`config.mk`:
```
export PLATFORM = sky130hd
export DESIGN_NAME = alu_driver
export DESIGN_NICKNAME = d
export VERILOG_FILES = /design/src/rtl/alu_driver_pkg.sv /design/src/rtl/alu_ctrl_decode.sv /design/src/rtl/alu_driver.sv
export SDC_FILE = /design/constraint.sdc
export NUM_CORES = 1
export LEC_CHECK = 0
export BUFFER_PORTS_ARGS = -buffer_cell sky130_fd_sc_hd__clkbuf_2
export CAP_MARGIN = 5
export CELL_PAD_IN_SITES_DETAIL_PLACEMENT = 0
export CELL_PAD_IN_SITES_GLOBAL_PLACEMENT = 1
export CORE_ASPECT_RATIO = 0.75
export CORE_UTILIZATION = 44
export DETAILED_ROUTE_END_ITERATION = 8
export PLACE_DENSITY = 0.83
export SETUP_SLACK_MARGIN = 0.02
export SLEW_MARGIN = 20
export SYNTH_ARGS = -nofsm -noshare
export SYNTH_HDL_FRONTEND = slang
export SYNTH_SLANG_ARGS = --single-unit
```
`constraint.sdc`:
```
create_clock -name clk -period 3.7 [get_ports clk]
set_clock_uncertainty 0.1 [all_clocks]
set_input_delay 0 -clock clk [delete_from_list [all_inputs] [get_ports clk]]
set_output_delay 0 -clock clk [all_outputs]
set_load 0.05 [all_outputs]
```
`src/rtl/alu_driver_pkg.sv`:
```
// Shared types and constants for the Hack-style 4-bit ALU driver:
// opcodes, ALU control words, alu_out field positions, jump mask bits and FSM states.
package alu_driver_pkg;

    typedef enum logic [4:0] {
        OP_ZERO  = 5'd0,
        OP_ONE   = 5'd1,
        OP_NEG1  = 5'd2,
        OP_X     = 5'd3,
        OP_Y     = 5'd4,
        OP_NOTX  = 5'd5,
        OP_NOTY  = 5'd6,
        OP_NEGX  = 5'd7,
        OP_NEGY  = 5'd8,
        OP_XP1   = 5'd9,
        OP_YP1   = 5'd10,
        OP_XM1   = 5'd11,
        OP_YM1   = 5'd12,
        OP_ADD   = 5'd13,
        OP_XSUBY = 5'd14,
        OP_YSUBX = 5'd15,
        OP_AND   = 5'd16,
        OP_OR    = 5'd17,
        OP_MUL   = 5'd18
    } op_e;

    // Control word layout {no,f,ny,zy,nx,zx}
    localparam logic [5:0] CTRL_ZERO  = 6'h15;
    localparam logic [5:0] CTRL_ONE   = 6'h3F;
    localparam logic [5:0] CTRL_NEG1  = 6'h17;
    localparam logic [5:0] CTRL_X     = 6'h0C;
    localparam logic [5:0] CTRL_Y     = 6'h03;
    localparam logic [5:0] CTRL_NOTX  = 6'h2C;
    localparam logic [5:0] CTRL_NOTY  = 6'h23;
    localparam logic [5:0] CTRL_NEGX  = 6'h3C;
    localparam logic [5:0] CTRL_NEGY  = 6'h33;
    localparam logic [5:0] CTRL_XP1   = 6'h3E;
    localparam logic [5:0] CTRL_YP1   = 6'h3B;
    localparam logic [5:0] CTRL_XM1   = 6'h1C;
    localparam logic [5:0] CTRL_YM1   = 6'h13;
    localparam logic [5:0] CTRL_ADD   = 6'h10;
    localparam logic [5:0] CTRL_XSUBY = 6'h32;
    localparam logic [5:0] CTRL_YSUBX = 6'h38;
    localparam logic [5:0] CTRL_AND   = 6'h00;
    localparam logic [5:0] CTRL_OR    = 6'h2A;

    localparam int RES_MSB = 3;
    localparam int ZR_BIT  = 4;
    localparam int NG_BIT  = 5;

    localparam int JMP_LT = 2;
    localparam int JMP_EQ = 1;
    localparam int JMP_GT = 0;

    typedef enum logic [1:0] {
        ST_IDLE = 2'd0,
        ST_EXEC = 2'd1,
        ST_MUL  = 2'd2,
        ST_RESP = 2'd3
    } state_e;

    function automatic logic jump_eval(input logic [2:0] mask, input logic zr, input logic ng);
        return (mask[JMP_LT] & ng) | (mask[JMP_EQ] & zr) | (mask[JMP_GT] & ~ng & ~zr);
    endfunction

endpackage

```
`src/rtl/alu_ctrl_decode.sv`:
```
// Combinational opcode decoder: maps a mnemonic opcode to the ALU control word
// and flags whether it is legal and whether it is the multi-cycle MUL.
module alu_ctrl_decode
    import alu_driver_pkg::*;
(
    input  logic [4:0] op,
    output logic [5:0] ctrl,
    output logic       legal,
    output logic       is_mul
);

    always_comb begin
        ctrl   = CTRL_ZERO;
        legal  = 1'b1;
        is_mul = 1'b0;
        case (op_e'(op))
            OP_ZERO:  ctrl = CTRL_ZERO;
            OP_ONE:   ctrl = CTRL_ONE;
            OP_NEG1:  ctrl = CTRL_NEG1;
            OP_X:     ctrl = CTRL_X;
            OP_Y:     ctrl = CTRL_Y;
            OP_NOTX:  ctrl = CTRL_NOTX;
            OP_NOTY:  ctrl = CTRL_NOTY;
            OP_NEGX:  ctrl = CTRL_NEGX;
            OP_NEGY:  ctrl = CTRL_NEGY;
            OP_XP1:   ctrl = CTRL_XP1;
            OP_YP1:   ctrl = CTRL_YP1;
            OP_XM1:   ctrl = CTRL_XM1;
            OP_YM1:   ctrl = CTRL_YM1;
            OP_ADD:   ctrl = CTRL_ADD;
            OP_XSUBY: ctrl = CTRL_XSUBY;
            OP_YSUBX: ctrl = CTRL_YSUBX;
            OP_AND:   ctrl = CTRL_AND;
            OP_OR:    ctrl = CTRL_OR;
            OP_MUL:   is_mul = 1'b1;
            default:  legal = 1'b0;
        endcase
    end

endmodule

```
`src/rtl/alu_driver.sv`:
```
// Command-side driver for a combinational Hack-style ALU: registers operands and
// control, captures result/flags, evaluates the jump condition, and sequences MUL by repeated adds.
module alu_driver
    import alu_driver_pkg::*;
#(
    parameter int W   = 4,
    parameter int OPW = 5
) (
    input  logic           clk,
    input  logic           rst_n,
    input  logic           cmd_valid,
    output logic           cmd_ready,
    input  logic [OPW-1:0] cmd_op,
    input  logic [W-1:0]   cmd_x,
    input  logic [W-1:0]   cmd_y,
    input  logic [2:0]     cmd_jmp,
    output logic           rsp_valid,
    input  logic           rsp_ready,
    output logic [W-1:0]   rsp_data,
    output logic           rsp_zr,
    output logic           rsp_ng,
    output logic           rsp_jump,
    output logic           rsp_err,
    output logic [W-1:0]   alu_x,
    output logic [W-1:0]   alu_y,
    output logic [5:0]     alu_ctrl,
    input  logic [W+1:0]   alu_out
);

    state_e       state_q, state_d;
    logic [W-1:0] alu_x_q, alu_x_d;
    logic [W-1:0] alu_y_q, alu_y_d;
    logic [5:0]   alu_ctrl_q, alu_ctrl_d;
    logic [W-1:0] cnt_q, cnt_d;
    logic [W-1:0] mx_q, mx_d;
    logic [2:0]   jmp_q, jmp_d;
    logic         err_pend_q, err_pend_d;
    logic [W-1:0] rsp_data_q, rsp_data_d;
    logic         rsp_zr_q, rsp_zr_d;
    logic         rsp_ng_q, rsp_ng_d;
    logic         rsp_jump_q, rsp_jump_d;
    logic         rsp_err_q, rsp_err_d;

    logic [5:0]   dec_ctrl;
    logic         dec_legal;
    logic         dec_is_mul;
    logic         capture;

    alu_ctrl_decode u_decode (
        .op     (cmd_op),
        .ctrl   (dec_ctrl),
        .legal  (dec_legal),
        .is_mul (dec_is_mul)
    );

    always_comb begin
        state_d    = state_q;
        alu_x_d    = alu_x_q;
        alu_y_d    = alu_y_q;
        alu_ctrl_d = alu_ctrl_q;
        cnt_d      = cnt_q;
        mx_d       = mx_q;
        jmp_d      = jmp_q;
        err_pend_d = err_pend_q;
        rsp_data_d = rsp_data_q;
        rsp_zr_d   = rsp_zr_q;
        rsp_ng_d   = rsp_ng_q;
        rsp_jump_d = rsp_jump_q;
        rsp_err_d  = rsp_err_q;
        capture    = 1'b0;

        case (state_q)
            ST_IDLE: begin
                if (cmd_valid) begin
                    jmp_d      = cmd_jmp;
                    err_pend_d = ~dec_legal;
                    if (dec_is_mul) begin
                        alu_ctrl_d = CTRL_ZERO;
                        cnt_d      = cmd_y;
                        mx_d       = cmd_x;
                        state_d    = ST_MUL;
                    end else begin
                        // Illegal opcodes leave the ALU inputs untouched
                        if (dec_legal) begin
                            alu_x_d    = cmd_x;
                            alu_y_d    = cmd_y;
                            alu_ctrl_d = dec_ctrl;
                        end
                        state_d = ST_EXEC;
                    end
                end
            end
            ST_EXEC: begin
                capture = 1'b1;
                state_d = ST_RESP;
            end
            ST_MUL: begin
                if (cnt_q == '0) begin
                    capture = 1'b1;
                    state_d = ST_RESP;
                end else begin
                    // Running sum feeds back through alu_x; the multiplicand is re-added each step
                    alu_x_d    = alu_out[RES_MSB:0];
                    alu_y_d    = mx_q;
                    alu_ctrl_d = CTRL_ADD;
                    cnt_d      = cnt_q - W'(1);
                end
            end
            ST_RESP: begin
                if (rsp_ready) begin
                    state_d = ST_IDLE;
                end
            end
            default: state_d = ST_IDLE;
        endcase

        if (capture) begin
            if (err_pend_q) begin
                rsp_data_d = '0;
                rsp_zr_d   = 1'b0;
                rsp_ng_d   = 1'b0;
                rsp_jump_d = 1'b0;
                rsp_err_d  = 1'b1;
            end else begin
                rsp_data_d = alu_out[RES_MSB:0];
                rsp_zr_d   = alu_out[ZR_BIT];
                rsp_ng_d   = alu_out[NG_BIT];
                rsp_jump_d = jump_eval(jmp_q, alu_out[ZR_BIT], alu_out[NG_BIT]);
                rsp_err_d  = 1'b0;
            end
        end
    end

    always_ff @(posedge clk or negedge rst_n) begin
        if (!rst_n) begin
            state_q    <= ST_IDLE;
            alu_x_q    <= '0;
            alu_y_q    <= '0;
            alu_ctrl_q <= CTRL_ZERO;
            cnt_q      <= '0;
            mx_q       <= '0;
            jmp_q      <= '0;
            err_pend_q <= 1'b0;
            rsp_data_q <= '0;
            rsp_zr_q   <= 1'b0;
            rsp_ng_q   <= 1'b0;
            rsp_jump_q <= 1'b0;
            rsp_err_q  <= 1'b0;
        end else begin
            state_q    <= state_d;
            alu_x_q    <= alu_x_d;
            alu_y_q    <= alu_y_d;
            alu_ctrl_q <= alu_ctrl_d;
            cnt_q      <= cnt_d;
            mx_q       <= mx_d;
            jmp_q      <= jmp_d;
            err_pend_q <= err_pend_d;
            rsp_data_q <= rsp_data_d;
            rsp_zr_q   <= rsp_zr_d;
            rsp_ng_q   <= rsp_ng_d;
            rsp_jump_q <= rsp_jump_d;
            rsp_err_q  <= rsp_err_d;
        end
    end

    assign cmd_ready = (state_q == ST_IDLE);
    assign rsp_valid = (state_q == ST_RESP);
    assign rsp_data  = rsp_data_q;
    assign rsp_zr    = rsp_zr_q;
    assign rsp_ng    = rsp_ng_q;
    assign rsp_jump  = rsp_jump_q;
    assign rsp_err   = rsp_err_q;
    assign alu_x     = alu_x_q;
    assign alu_y     = alu_y_q;
    assign alu_ctrl  = alu_ctrl_q;

endmodule

```
# After elaboration in Yosys (flattened, before gate mapping)
# Index checks and enable logic that the tools add are counted.
# word_totals
regBits	36
input_bits	26
out_inout_bits	24
word_cells	97
# op_classes
n_addsub	1
n_eq_ne	29
n_mux	34
bitwise_logic	9
n_reduce_logical	11
# op_table
operator	count
$pmux 6 s17	1
$mux 4	12
$eq 5x4->1 const B	8
$mux 6	4
$pmux 4 s2	3
$eq 5x3->1 const B	4
$reduce_or 19->1	1
$eq 5x5->1 const B	3
$pmux 6 s2	1
$eq 5x2->1 const B	2
$mux 2	4
$ne 2x2->1 const B	4
$pmux 2 s4	1
$reduce_and 4->1	2
$mux 1	7
$ne 2x1->1 const B	3
$reduce_and 3->1	2
$eq 5x1->1 const B	1
$logic_not 5->1	1
$reduce_and 5->1	1
$and 1x1->1	4
$eq 2x2->1 const B	2
$logic_not 4->1	1
$sub 4x1->4 const B	1
other kinds (8)	11

# Logic depth before layout (Yosys ltp)
# Gate-level depths: netlist of run 1.
# logic_depth
depth_word	7
ltp_mapped	9
depth_no_buf	6

# Cells and area by module
# A second synthesis of run 1 with hierarchy kept.
# hier_totals
cells_unflattened	193
area_unflattened_um2	2112.0
# by_module_without_submodules
module	instances	cells_per_inst	area_per_inst_um2	seq_area_each_um2
alu_driver	1	158	1888.1	904.6
alu_ctrl_decode	1	35	224.0	0.0

# Least setup slack after synthesis of run 1
# Ideal clock, no wire load.
# synth_path
path_kind	register to register
startpoint	register state_q[0]
endpoint	register alu_x_q[0] (netlist: alu_x[0])
arrival_ns	2.184
required_ns	3.475
setup_slack_ns	1.291
path_stages_with_launch	9
path_buffers	2
period_less_slack_ns	2.409
path_cell_list	dfrtp_1 inv_1 ha_1 buf_2 mux2_2 o211ai_2 nand2b_1 buf_6 mux2_4
# synth_between
elab_chain_len	3
word_cells_on_any_way	9
cone_classes	eq/ne: 5; mux: 1; reduce/logical: 3
# synth_lines
element	line	source
start: declaration	alu_driver.sv:30	state_e state_q, state_d;
start signal: assignment	alu_driver.sv:150	state_q <= state_d;
$logic_not 2->1 (*)	-	
net cmd_ready	alu_driver.sv:12	output logic cmd_ready,
$ne 2x2->1 (no source line) (tied with other cells)	-	
$reduce_and 5->1 (no source line)	-	
end signal: assignment	alu_driver.sv:151	alu_x_q <= alu_x_d;
end: declaration	alu_driver.sv:31	logic [W-1:0] alu_x_q, alu_x_d;
# Mark *: on every way through the listed nets, which the timed path passes. The rest lies on a longest branch.
# A chain may end at the register's enable or synchronous reset.

# Worst setup path in the final report of run 1
# layout_path
startpoint	register state_q[0]
endpoint	register alu_y_q[2] (netlist: alu_y[2])
# layout_between
elab_chain_len	3
word_cells_on_any_way	9
cone_classes	eq/ne: 5; mux: 1; reduce/logical: 3
# layout_lines
element	line	source
$eq 2x2->1 / $logic_not 2->1 (equally long branches)	alu_driver.sv:72	case (state_q)
$ne 2x2->1 (no source line) (tied with other cells)	-	
$reduce_and 5->1 (no source line)	-	
end signal: assignment	alu_driver.sv:152	alu_y_q <= alu_y_d;
end: declaration	alu_driver.sv:32	logic [W-1:0] alu_y_q, alu_y_d;
# Parallel ways exist; a longest one is shown, timed or not.

==> metrics.csv, run 1 <==
metric,value,unit
1st-pass router iterations,4,
Layout Utilization,0.573,
Power Density,913,nW/µm²
worst path bufs/invs,1,
final hold violations,0,
vias in the first global route,1465,
total gr overflow,0,
Initial Util,0.461,
Yosys cell types,41,
first-pass GRT wire length,7190,µm
TritonCTS clock tree,done,
syn avg cell area,10.5,µm²
Seq pwr share,0.305,
via count,1623,
period utilization,0.723,
critical path required time,3760,ps
crit path DAT,2740,ps
"Net Count, Synth",230,
H-tree level count,2,
Power Total,2.35,mW
fraction of layout cells with a size suffix above 1,0.349,
num rows,21,
Critical Path Source Type,flop,
sequential share of the synthesized area,0.436,
IO Pins,50,
Antenna Nets Post-Route,0,
R2R Path End,alu_y[2]$_DFFE_PN0P_,
"EDFF count, synth",0,
PostCTS Resize Cnt,0,
max_cap viols,0,
DRC errors left,0,
root buffer cell,clkbuf_8,
dpl hpwl,3210,µm
Crit Path Class,flop to flop,
worst setup path end,alu_y[2]$_DFFE_PN0P_,
CTS buffer count,5,
CTS Buffer Depth,2,
Layout area overhead,24.1,%
Comb pwr share,0.568,
Skew-Pair Late Insertion Delay,280,ps
Worst-path clk slew,70,ps
GPL Wtd Cong,0.784,
Num Clock Sinks,36,
Antenna Cells,0,
worst-path fanout max,19,
worst r2r src,state_q[0]$_DFFE_PN0P_,
Psw,1.12,mW
DR WL/cell,14.6,µm
Peak VDD IR,0.450,mV
crit path time final,2680,ps
RSZ-0062 raised after global routing,false,
Die Wd,81.3,µm
Crit-path slowest cell,ha_1,
CP cell instances,inv_1 -> ha_1 -> mux2_2 -> o211ai_2 -> nand2b_1 -> mux2_4,
launch point of the worst path,state_q[0]$_DFFE_PN0P_,
hold_buf cts,16,
pin count of the biggest net entering global routing,37,
Int Pwr,1.23,mW
slew of the pin with the lowest slew margin,898,ps
Ys Warns,0,
Port Buffers,49,
worst reg-to-reg path cell count,6,
r2r setup slk,1020,ps
Netlist Area Pre-Place,2070,µm²
Async SR Flop Fraction,1.00,
main flop type after synthesis,dfrtp_1,
status,"finished, final reports clean",
initial antenna violation count,0,
nets,290,
Sw Share,0.476,
number of setup buffers added after CTS,0,
#FFs+latches synth,36,
drt initial violations,65,
clock network fraction of design power,0.127,
die area,4990,µm²
Die Ht,61.4,µm
Via density,5.15,
final wirelength,4610,µm
total track usage,0.200,
worst hold path type,input port to flop,
Critical Path Max Stage Delay,540,ps
Lkg Pwr,1.29,nW
largest delay contributor family on the critical path,multiplexers,
Post-Layout Cell Count,315,
Fmax achieved,374,MHz
CP Capture Type,flop,
Final Max Tran Viols,0,
TNS Setup,0,ps
normalized max-slew margin,0.397,
CP Depth,6,
Post-Synthesis Cells,198,
core area,4490,µm²
# setup viols final,0,
Placed Cells,292,
worst hold slack,30.5,ps
## flip-flops by register name (all words and copies together) (netlist names)
signal	count
rsp_zr	1
rsp_err	1
rsp_ng	1
alu_ctrl	6
mx_q	4
alu_x	4
err_pend_q	1
rsp_data	4
rsp_jump	1
jmp_q	3
cnt_q	4
state_q	2
alu_y	4
## logic make-up after synthesis
logic type	after synthesis	synth area share
and+or+nand+nor	59	0.144
AOI/OAI and AO/OA	44	0.148
DFF	36	0.436
muxes	29	0.177
buffers and inverters	24	0.0585
adders and majority gates	6	0.0362
## layer usage
metal	up-vias	global-route usage	wire [µm]
met4	0	0.0689	31
li1	819	-	-
met2	36	0.298	1960
met1	763	0.285	2460
met5	-	0	0
met3	5	0.0474	155
## layout make-up
class	count	area, µm²
fill	399	1920
multi-input combinational	138	1050
sequential	36	905
timing repair buffer	66	413
clock buffer	7	96.3
tap	57	71.3
inverter	11	41.3
## metrics by stage
| stage | area, µm² | setup WS, ps |
|---|---|---|
| final | 2570 | 1020 |
| after global routing | 2570 | 847 |
| after CTS | 2570 | 1020 |
| after detailed placement | 2320 | 1050 |
| after global placement | 2320 | 1100 |
| after floorplan | 2070 | 1290 |
## how the worst min path moves through the flow
stage                         start                      end  depth (start not counted)  slack, ps
after CTS                 cmd_op[4]  alu_ctrl[0]$_DFFE_PN1P_                          3         20
after global routing      cmd_op[4]  alu_ctrl[0]$_DFFE_PN1P_                          3         60
after floorplan               rst_n  alu_ctrl[1]$_DFFE_PN0P_                          0       -400
final                     cmd_op[4]  alu_ctrl[0]$_DFFE_PN1P_                          3         30
after detailed placement      rst_n       rsp_ng$_DFFE_PN0P_                          1         70
after global placement        rst_n       rsp_zr$_DFFE_PN0P_                          1         60
## power groups by stage
stage | clock (mW) | sequential [mW] | combinational [mW]
detailed placement | 0 | 0.724 | 1.32
finish | 0.298 | 0.718 | 1.33
global route | 0.323 | 0.740 | 1.44
global placement | 0 | 0.718 | 1.31
CTS | 0.306 | 0.718 | 1.34
floorplan | 0 | 1.09 | 0.696
## cells in the final DEF, fill, tap and decap left out, types with 3 or more instances in the layout
cell type and count:
clkbuf_2 49, dfrtp_1 33, nand2_1 28, dlygate4sd3_1 16
mux2_2 14, o21ai_0 14, mux2_4 12, inv_1 11
nand2b_1 7, clkbuf_8 7, nor2_1 6, a21oi_1 6
ha_1 6, nor2b_1 5, a21o_1 4, mux2i_1 3
o31ai_1 3, dfstp_2 3
## cells in the mapped netlist (2+ instances only)
| cell | instances | area (µm²) |
|---|---|---|
| a22o_1 | 2 | 17.5 |
| nor3_1 | 2 | 10.0 |
| o41ai_1 | 2 | 17.5 |
| nor2_1 | 6 | 22.5 |
| nand2_1 | 28 | 105 |
| o31ai_1 | 3 | 22.5 |
| a21oi_1 | 6 | 30.0 |
| mux2_4 | 12 | 180 |
| nand2b_1 | 7 | 43.8 |
| nor2b_1 | 5 | 31.3 |
| nor4bb_1 | 2 | 20.0 |
| buf_2 | 7 | 35.0 |
| a221oi_1 | 2 | 17.5 |
| o21ai_0 | 14 | 70.1 |
| ha_1 | 6 | 75.1 |
| dfrtp_1 | 33 | 826 |
| dfstp_2 | 3 | 78.8 |
| inv_1 | 11 | 41.3 |
| mux2i_1 | 3 | 30.0 |
| buf_6 | 3 | 33.8 |
| mux2_2 | 14 | 158 |
| o211ai_1 | 2 | 15.0 |
| nor3b_1 | 2 | 15.0 |
| clkbuf_1 | 3 | 11.3 |
| a21o_1 | 4 | 30.0 |
## worst register-to-register path, cell delays in order, from the launching register on
cell	delay (ps)
dfrtp_1	420
inv_1	90
ha_1	540
mux2_2	300
o211ai_2	220
nand2b_1	480
mux2_4	420
No activity file was read; power rests on OpenSTA's default activity.
==> inputs of run 2 (changes only) <==
CORE_UTILIZATION = 41   (was 44)
PLACE_DENSITY = 0.78   (was 0.83)
clock period = 2.55 ns   (was 3.7 ns; I/O delays follow)
==> metrics.csv, run 2 (same netlist as run 1, synthesis figures left out) <==
metric,value,unit,change
Critical Path Source Type,flop,,unchanged
Final WS setup,336,ps,was 1020 ps
Crit Path Class,flop to flop,,unchanged
Num Clock Sinks,36,,unchanged
first-pass GRT wire length,7640,µm,was 7190 µm
dpl hpwl,3230,µm,was 3210 µm
pre-CTS setup slack,372,ps,was 1050 ps
num rows,22,,was 21
Layout fillers,442,,was 399
launch point of the worst path,state_q[0]$_DFFE_PN0P_,,unchanged
# setup viols final,0,,unchanged
nets,293,,was 290
DP Area,2340,µm²,was 2320 µm²
period utilization,0.868,,was 0.723
PostCTS Resize Cnt,0,,unchanged
CTS Buffer Depth,2,,unchanged
worst hold path type,input port to flop,,unchanged
Layout area overhead,26.0,%,was 24.1%
critical path required time,2630,ps,was 3760 ps
worst hold slack,31.6,ps,was 30.5 ps
CP cell instances,inv_1 -> ha_1 -> mux2_2 -> o211ai_2 -> nand2b_1 -> buf_4 -> mux2_4,,was inv_1 -> ha_1 -> mux2_2 -> o211ai_2 -> nand2b_1 -> mux2_4
most common library cell in the layout ignoring fill and taps,clkbuf_2,,unchanged
Lkg Pwr,1.31,nW,was 1.29 nW
total track usage,0.186,,was 0.200
Layout Utilization,0.536,,was 0.573
hold_buf cts,16,,unchanged
RSZ-0062 raised after global routing,false,,unchanged
multi-input logic area,1050,µm²,unchanged
Skew-Pair Late Insertion Delay,290,ps,was 280 ps
max_cap viols,0,,unchanged
number of setup buffers added after CTS,0,,unchanged
pin count of the biggest net entering global routing,37,,unchanged
worst setup path end,alu_x[2]$_DFFE_PN0P_,,was alu_y[2]$_DFFE_PN0P_
CP Depth,7,,was 6
CTS buffer count,5,,unchanged
DRC errors left,9,,was 0
worst-path fanout max,8,,was 19
final wirelength,4580,µm,was 4610 µm
Antenna Cells,0,,unchanged
Fmax achieved,452,MHz,was 374 MHz
Peak VDD IR,0.648,mV,was 0.450 mV
die area,5350,µm²,was 4990 µm²
TritonCTS clock tree,done,,unchanged
H-tree level count,2,,unchanged
final instance area,2610,µm²,was 2570 µm²
initial antenna violation count,0,,unchanged
Worst-path clk slew,70,ps,about the same
worst path bufs/invs,2,,was 1
worst reg-to-reg path cell count,7,,was 6
failing checks,DRC,,
Via density,5.03,,was 5.15
largest delay contributor family on the critical path,multiplexers,,unchanged
vias in the first global route,1599,,was 1465
drt initial violations,60,,was 65
Largest register FFs,6,,unchanged
Crit-path slowest cell,dfrtp_1,,was ha_1
worst r2r src,state_q[0]$_DFFE_PN0P_,,unchanged
Die Ht,63.6,µm,was 61.4 µm
TNS Setup,0,ps,unchanged
status,"finished, violations left",,"was finished, final reports clean"
Placed Cells,298,,was 292
GPL Wtd Cong,0.747,,was 0.784
IO Pins,50,,unchanged
Power Density,1340,nW/µm²,was 913 nW/µm²
Sequential Area,905,µm²,unchanged
final hold violations,0,,unchanged
core area,4870,µm²,was 4490 µm²
Die Wd,84.1,µm,was 81.3 µm
Power Total,3.51,mW,was 2.35 mW
slew of the pin with the lowest slew margin,881,ps,was 898 ps
Critical Path Max Stage Delay,420,ps,was 540 ps
fraction of layout cells with a size suffix above 1,0.355,,was 0.349
Final Max Tran Viols,0,,unchanged
Initial Util,0.426,,was 0.461
Antenna Nets Post-Route,0,,unchanged
crit path time final,2210,ps,was 2680 ps
1st-pass router iterations,6,,was 4
root buffer cell,clkbuf_8,,unchanged
DR WL/cell,14.2,µm,was 14.6 µm
total gr overflow,0,,unchanged
via count,1620,,was 1623
normalized max-slew margin,0.413,,was 0.397
crit path DAT,2290,ps,was 2740 ps
most frequent cells in the layout,"clkbuf_2 (49), dfrtp_1 (33), nand2_1 (28)",,unchanged
Port Buffers,49,,unchanged
r2r setup slk,340,ps,was 1020 ps
R2R Path End,alu_x[2]$_DFFE_PN0P_,,was alu_y[2]$_DFFE_PN0P_
CP Capture Type,flop,,unchanged
Post-Layout Cell Count,322,,was 315
## run 2: worst min path at each step
stage          startpoint                       to  slack, ps  depth (start not counted)
3_3_place_gp        rst_n       rsp_ng$_DFFE_PN0P_         50                          1
5_1_grt         cmd_op[4]  alu_ctrl[0]$_DFFE_PN1P_         40                          3
4_1_cts         cmd_op[4]  alu_ctrl[0]$_DFFE_PN1P_         20                          3
6_report        cmd_op[4]  alu_ctrl[0]$_DFFE_PN1P_         30                          3
2_1_floorplan       rst_n  alu_ctrl[1]$_DFFE_PN0P_       -400                          0
3_5_place_dp        rst_n       rsp_zr$_DFFE_PN0P_         70                          1
## run 2: final cells by class
cell class                      instances  area share
Clock buffer                            6      0.0278
Inverter                               11      0.0158
Timing Repair Buffer                   69       0.167
Tap cell                               60      0.0287
Clock inverter                          2      0.0134
Sequential cell                        36       0.346
Multi-Input combinational cell        138       0.401
## run 2: worst reg2reg max path: cells and delay by family (launching register included)
family	cells	cell delay [ps]
mux	2	730
flops	1	420
fa+ha+maj	1	340
buf+inv	2	300
simple gates	1	130
compound gates	1	70
## run 2: power by group
group | total (mW) | switching (mW) | internal [mW]
registers | 1.04 | 0.180 | 0.856
clock network | 0.491 | 0.201 | 0.290
logic | 1.98 | 1.26 | 0.719
## run 2: routing by layer
layer,vias to the layer above,part of all wire,GRT usage
met4,0,0.016,0.0776
met3,7,0.041,0.0472
met1,760,0.52,0.263
met2,33,0.42,0.268
met5,-,0,0
li1,820,-,-
==> inputs of run 3 (changes only) <==
ABC_AREA = 1   (was not set)
CORE_UTILIZATION = 39   (was 41)
PLACE_DENSITY = 0.79   (was 0.78)
==> metrics.csv, run 3 <==
metric,value,unit,change
period utilization,0.792,,was 0.868
via count,1947,,was 1620
normalized max-slew margin,0.403,,was 0.413
Worst-path clk slew,70,ps,about the same
top-area cell type share of the netlist area,0.394,,was 0.398
Synth top cells by count,"nand2_1 (62), nor2_1 (34), dfrtp_1 (33)",,"was dfrtp_1 (33), nand2_1 (28), mux2_2 (14), o21ai_0 (14), mux2_4 (12)"
pin count of the biggest net entering global routing,37,,unchanged
Final Max Tran Viols,0,,unchanged
Crit-path slowest cell,dfrtp_1,,unchanged
most frequent cells in the layout,"nand2_1 (62), clkbuf_2 (49), nor2_1 (34)",,"was clkbuf_2 (49), dfrtp_1 (33), nand2_1 (28)"
most common library cell in the layout ignoring fill and taps,nand2_1,,was clkbuf_2
total track usage,0.192,,was 0.186
syn avg cell area,7.89,µm²,was 10.5 µm²
number of setup buffers added after CTS,0,,unchanged
Initial Util,0.417,,was 0.426
Die Ht,65.5,µm,was 63.6 µm
Lkg Pwr,1.39,nW,was 1.31 nW
Num Clock Sinks,36,,unchanged
H-tree level count,2,,unchanged
"EDFF count, synth",0,,unchanged
# setup viols final,0,,unchanged
drt initial violations,112,,was 60
Synth Area in Adders,0.0358,,was 0.0362
CP cell instances,inv_1 -> ha_1 -> nand4_1 -> nand2_1 -> nand2_1 -> nor2_1 -> buf_4 -> a22o_1,,was inv_1 -> ha_1 -> mux2_2 -> o211ai_2 -> nand2b_1 -> buf_4 -> mux2_4
Antenna Cells,0,,unchanged
Post-Synthesis Cells,266,,was 198
simple-gate portion of the synthesized area,0.270,,was 0.144
worst hold path type,input port to flop,,unchanged
DRC errors left,0,,was 9
xor and xnor area share after synthesis,0,,unchanged
CTS buffer count,5,,unchanged
hold_buf cts,15,,was 16
DR WL/cell,12.0,µm,was 14.2 µm
sequential share of the synthesized area,0.431,,was 0.436
crit path DAT,2140,ps,was 2290 ps
Fmax achieved,495,MHz,was 452 MHz
Netlist Area Pre-Place,2100,µm²,was 2070 µm²
max_cap viols,0,,unchanged
core area,5040,µm²,was 4870 µm²
Antenna Nets Post-Route,0,,unchanged
main combinational cell family by area after synthesis,simple AND/OR/NAND/NOR gates,,was multiplexers
dpl hpwl,3640,µm,was 3230 µm
first-pass GRT wire length,8420,µm,was 7640 µm
initial antenna violation count,0,,unchanged
worst reg-to-reg path cell count,8,,was 7
TNS Setup,0,ps,unchanged
crit path time final,2020,ps,was 2210 ps
IO Pins,50,,unchanged
Crit Path Class,flop to flop,,unchanged
vias in the first global route,1810,,was 1599
top post-synthesis cells by area,"dfrtp_1 (39%), nand2_1 (11%), nor2_1 (6.1%), o21ai_2 (5.0%), inv_1 (4.8%)",,"was dfrtp_1 (40%), mux2_4 (8.7%), mux2_2 (7.6%), nand2_1 (5.1%), dfstp_2 (3.8%)"
Power Total,3.30,mW,was 3.51 mW
Layout area overhead,26.2,%,was 26.0%
TritonCTS clock tree,done,,unchanged
RSZ-0062 raised after global routing,false,,unchanged
total gr overflow,0,,unchanged
die area,5680,µm²,was 5350 µm²
CTS Buffer Depth,2,,unchanged
final wirelength,4890,µm,was 4580 µm
1st-pass router iterations,4,,was 6
"Top cell by count, worst path",nand2_1,,
Die Wd,86.7,µm,was 84.1 µm
critical path required time,2670,ps,was 2630 ps
Port Buffers,49,,unchanged
Critical Path Source Type,flop,,unchanged
final hold violations,0,,unchanged
"count leader, synth",nand2_1,,was dfrtp_1
root buffer cell,clkbuf_8,,unchanged
Yosys cell types,32,,was 41
Ys Warns,0,,unchanged
status,"finished, final reports clean",,"was finished, violations left"
Compound-Gate Fraction of Synth Area,0.175,,was 0.148
Skew-Pair Late Insertion Delay,280,ps,was 290 ps
Peak VDD IR,0.760,mV,was 0.648 mV
slew of the pin with the lowest slew margin,896,ps,was 881 ps
"Net Count, Synth",298,,was 230
Layout fillers,505,,was 442
main flop type after synthesis,dfrtp_1,,unchanged
Final WS setup,531,ps,was 336 ps
Hold Crit Depth,5,,was 3
Largest register FFs,6,,unchanged
Critical Path Max Stage Delay,400,ps,was 420 ps
post-synthesis mux area share,0.0107,,was 0.177
pre-CTS setup slack,560,ps,was 372 ps
PostCTS Resize Cnt,0,,unchanged
#FFs+latches synth,36,,unchanged
largest area contributor in the netlist,dfrtp_1,,unchanged
Power Density,1250,nW/µm²,was 1340 nW/µm²
worst-path fanout max,11,,was 8
fraction of layout cells with a size suffix above 1,0.278,,was 0.355
num rows,22,,unchanged
GPL Wtd Cong,0.907,,was 0.747
CP Capture Type,flop,,unchanged
nets,366,,was 293
Async SR Flop Fraction,1.00,,unchanged
Via density,4.78,,was 5.03
-- run 3: cell families (layout without fill, tap and decap cells) --
logic type	count (synthesis)	in the layout
AND/OR/NAND/NOR	128	128
adder cells (fa/ha/maj)	6	6
AO/OA/AOI/OAI	58	58
buffers and inverters	36	105
flip-flops	36	36
multiplexers	2	2
-- run 3: per-layer routing --
layer / up-vias / global-route usage / routed length (µm)
li1: 1000 / - / -
met1: 887 / 0.286 / 2580
met2: 55 / 0.283 / 2020
met3: 5 / 0.0477 / 271
met4: 0 / 0.0375 / 24
met5: - / 0 / 0
-- run 3: stage by stage --
step / cell area [µm²] / instances / utilization / hold WS (ps)
floorplan: 2100 / 266 / - / -396
global placement: 2410 / 384 / 0.478 / 67.4
detailed placement: 2410 / 384 / 0.478 / 66.5
CTS: 2650 / 407 / 0.526 / 4.37
global route: 2650 / 407 / 0.526 / 70.6
finish: 2650 / 407 / 0.526 / 9.91
-- run 3: final timing paths --
check	start	endpoint	slack [ps]
worst max-delay path	state_q[0]$_DFFE_PN0P_	rsp_data[1]$_DFFE_PN0P_	530
worst min-delay path	cmd_y[3]	cnt_q[3]$_DFFE_PN0P_	10
worst max register to register	state_q[0]$_DFFE_PN0P_	rsp_data[1]$_DFFE_PN0P_	530
worst min register to register	alu_ctrl[0]$_DFFE_PN1P_	alu_ctrl[0]$_DFFE_PN1P_	370
max in group asynchronous	rst_n	state_q[0]$_DFFE_PN0P_	1510
min in group asynchronous	rst_n	alu_ctrl[3]$_DFFE_PN0P_	280
-- run 3: worst max-delay path, delay by kind of cell, from the launching register on --
| kind | cells | cell delay [ps] |
|---|---|---|
| AO/OA/AOI/OAI | 1 | 130 |
| adder cells (fa/ha/maj) | 1 | 380 |
| buffers and inverters | 2 | 270 |
| AND/OR/NAND/NOR | 4 | 680 |
| flip-flops | 1 | 400 |
-- run 3: final cells by class --
class	count	area, µm²	area share
clock buffers	8	90.1	0.0340
inverters	30	113	0.0425
multi-input cells	194	1030	0.390
flip-flops and latches	36	905	0.342
well taps	72	90.1	0.0340
repair buffers	67	418	0.158
-- run 3: power breakdown --
group          internal, mW  leakage, nW  switching, mW
Sequential            0.847        0.440          0.136
Clock                 0.220       0.0455          0.185
Combinational         0.547        0.908           1.37
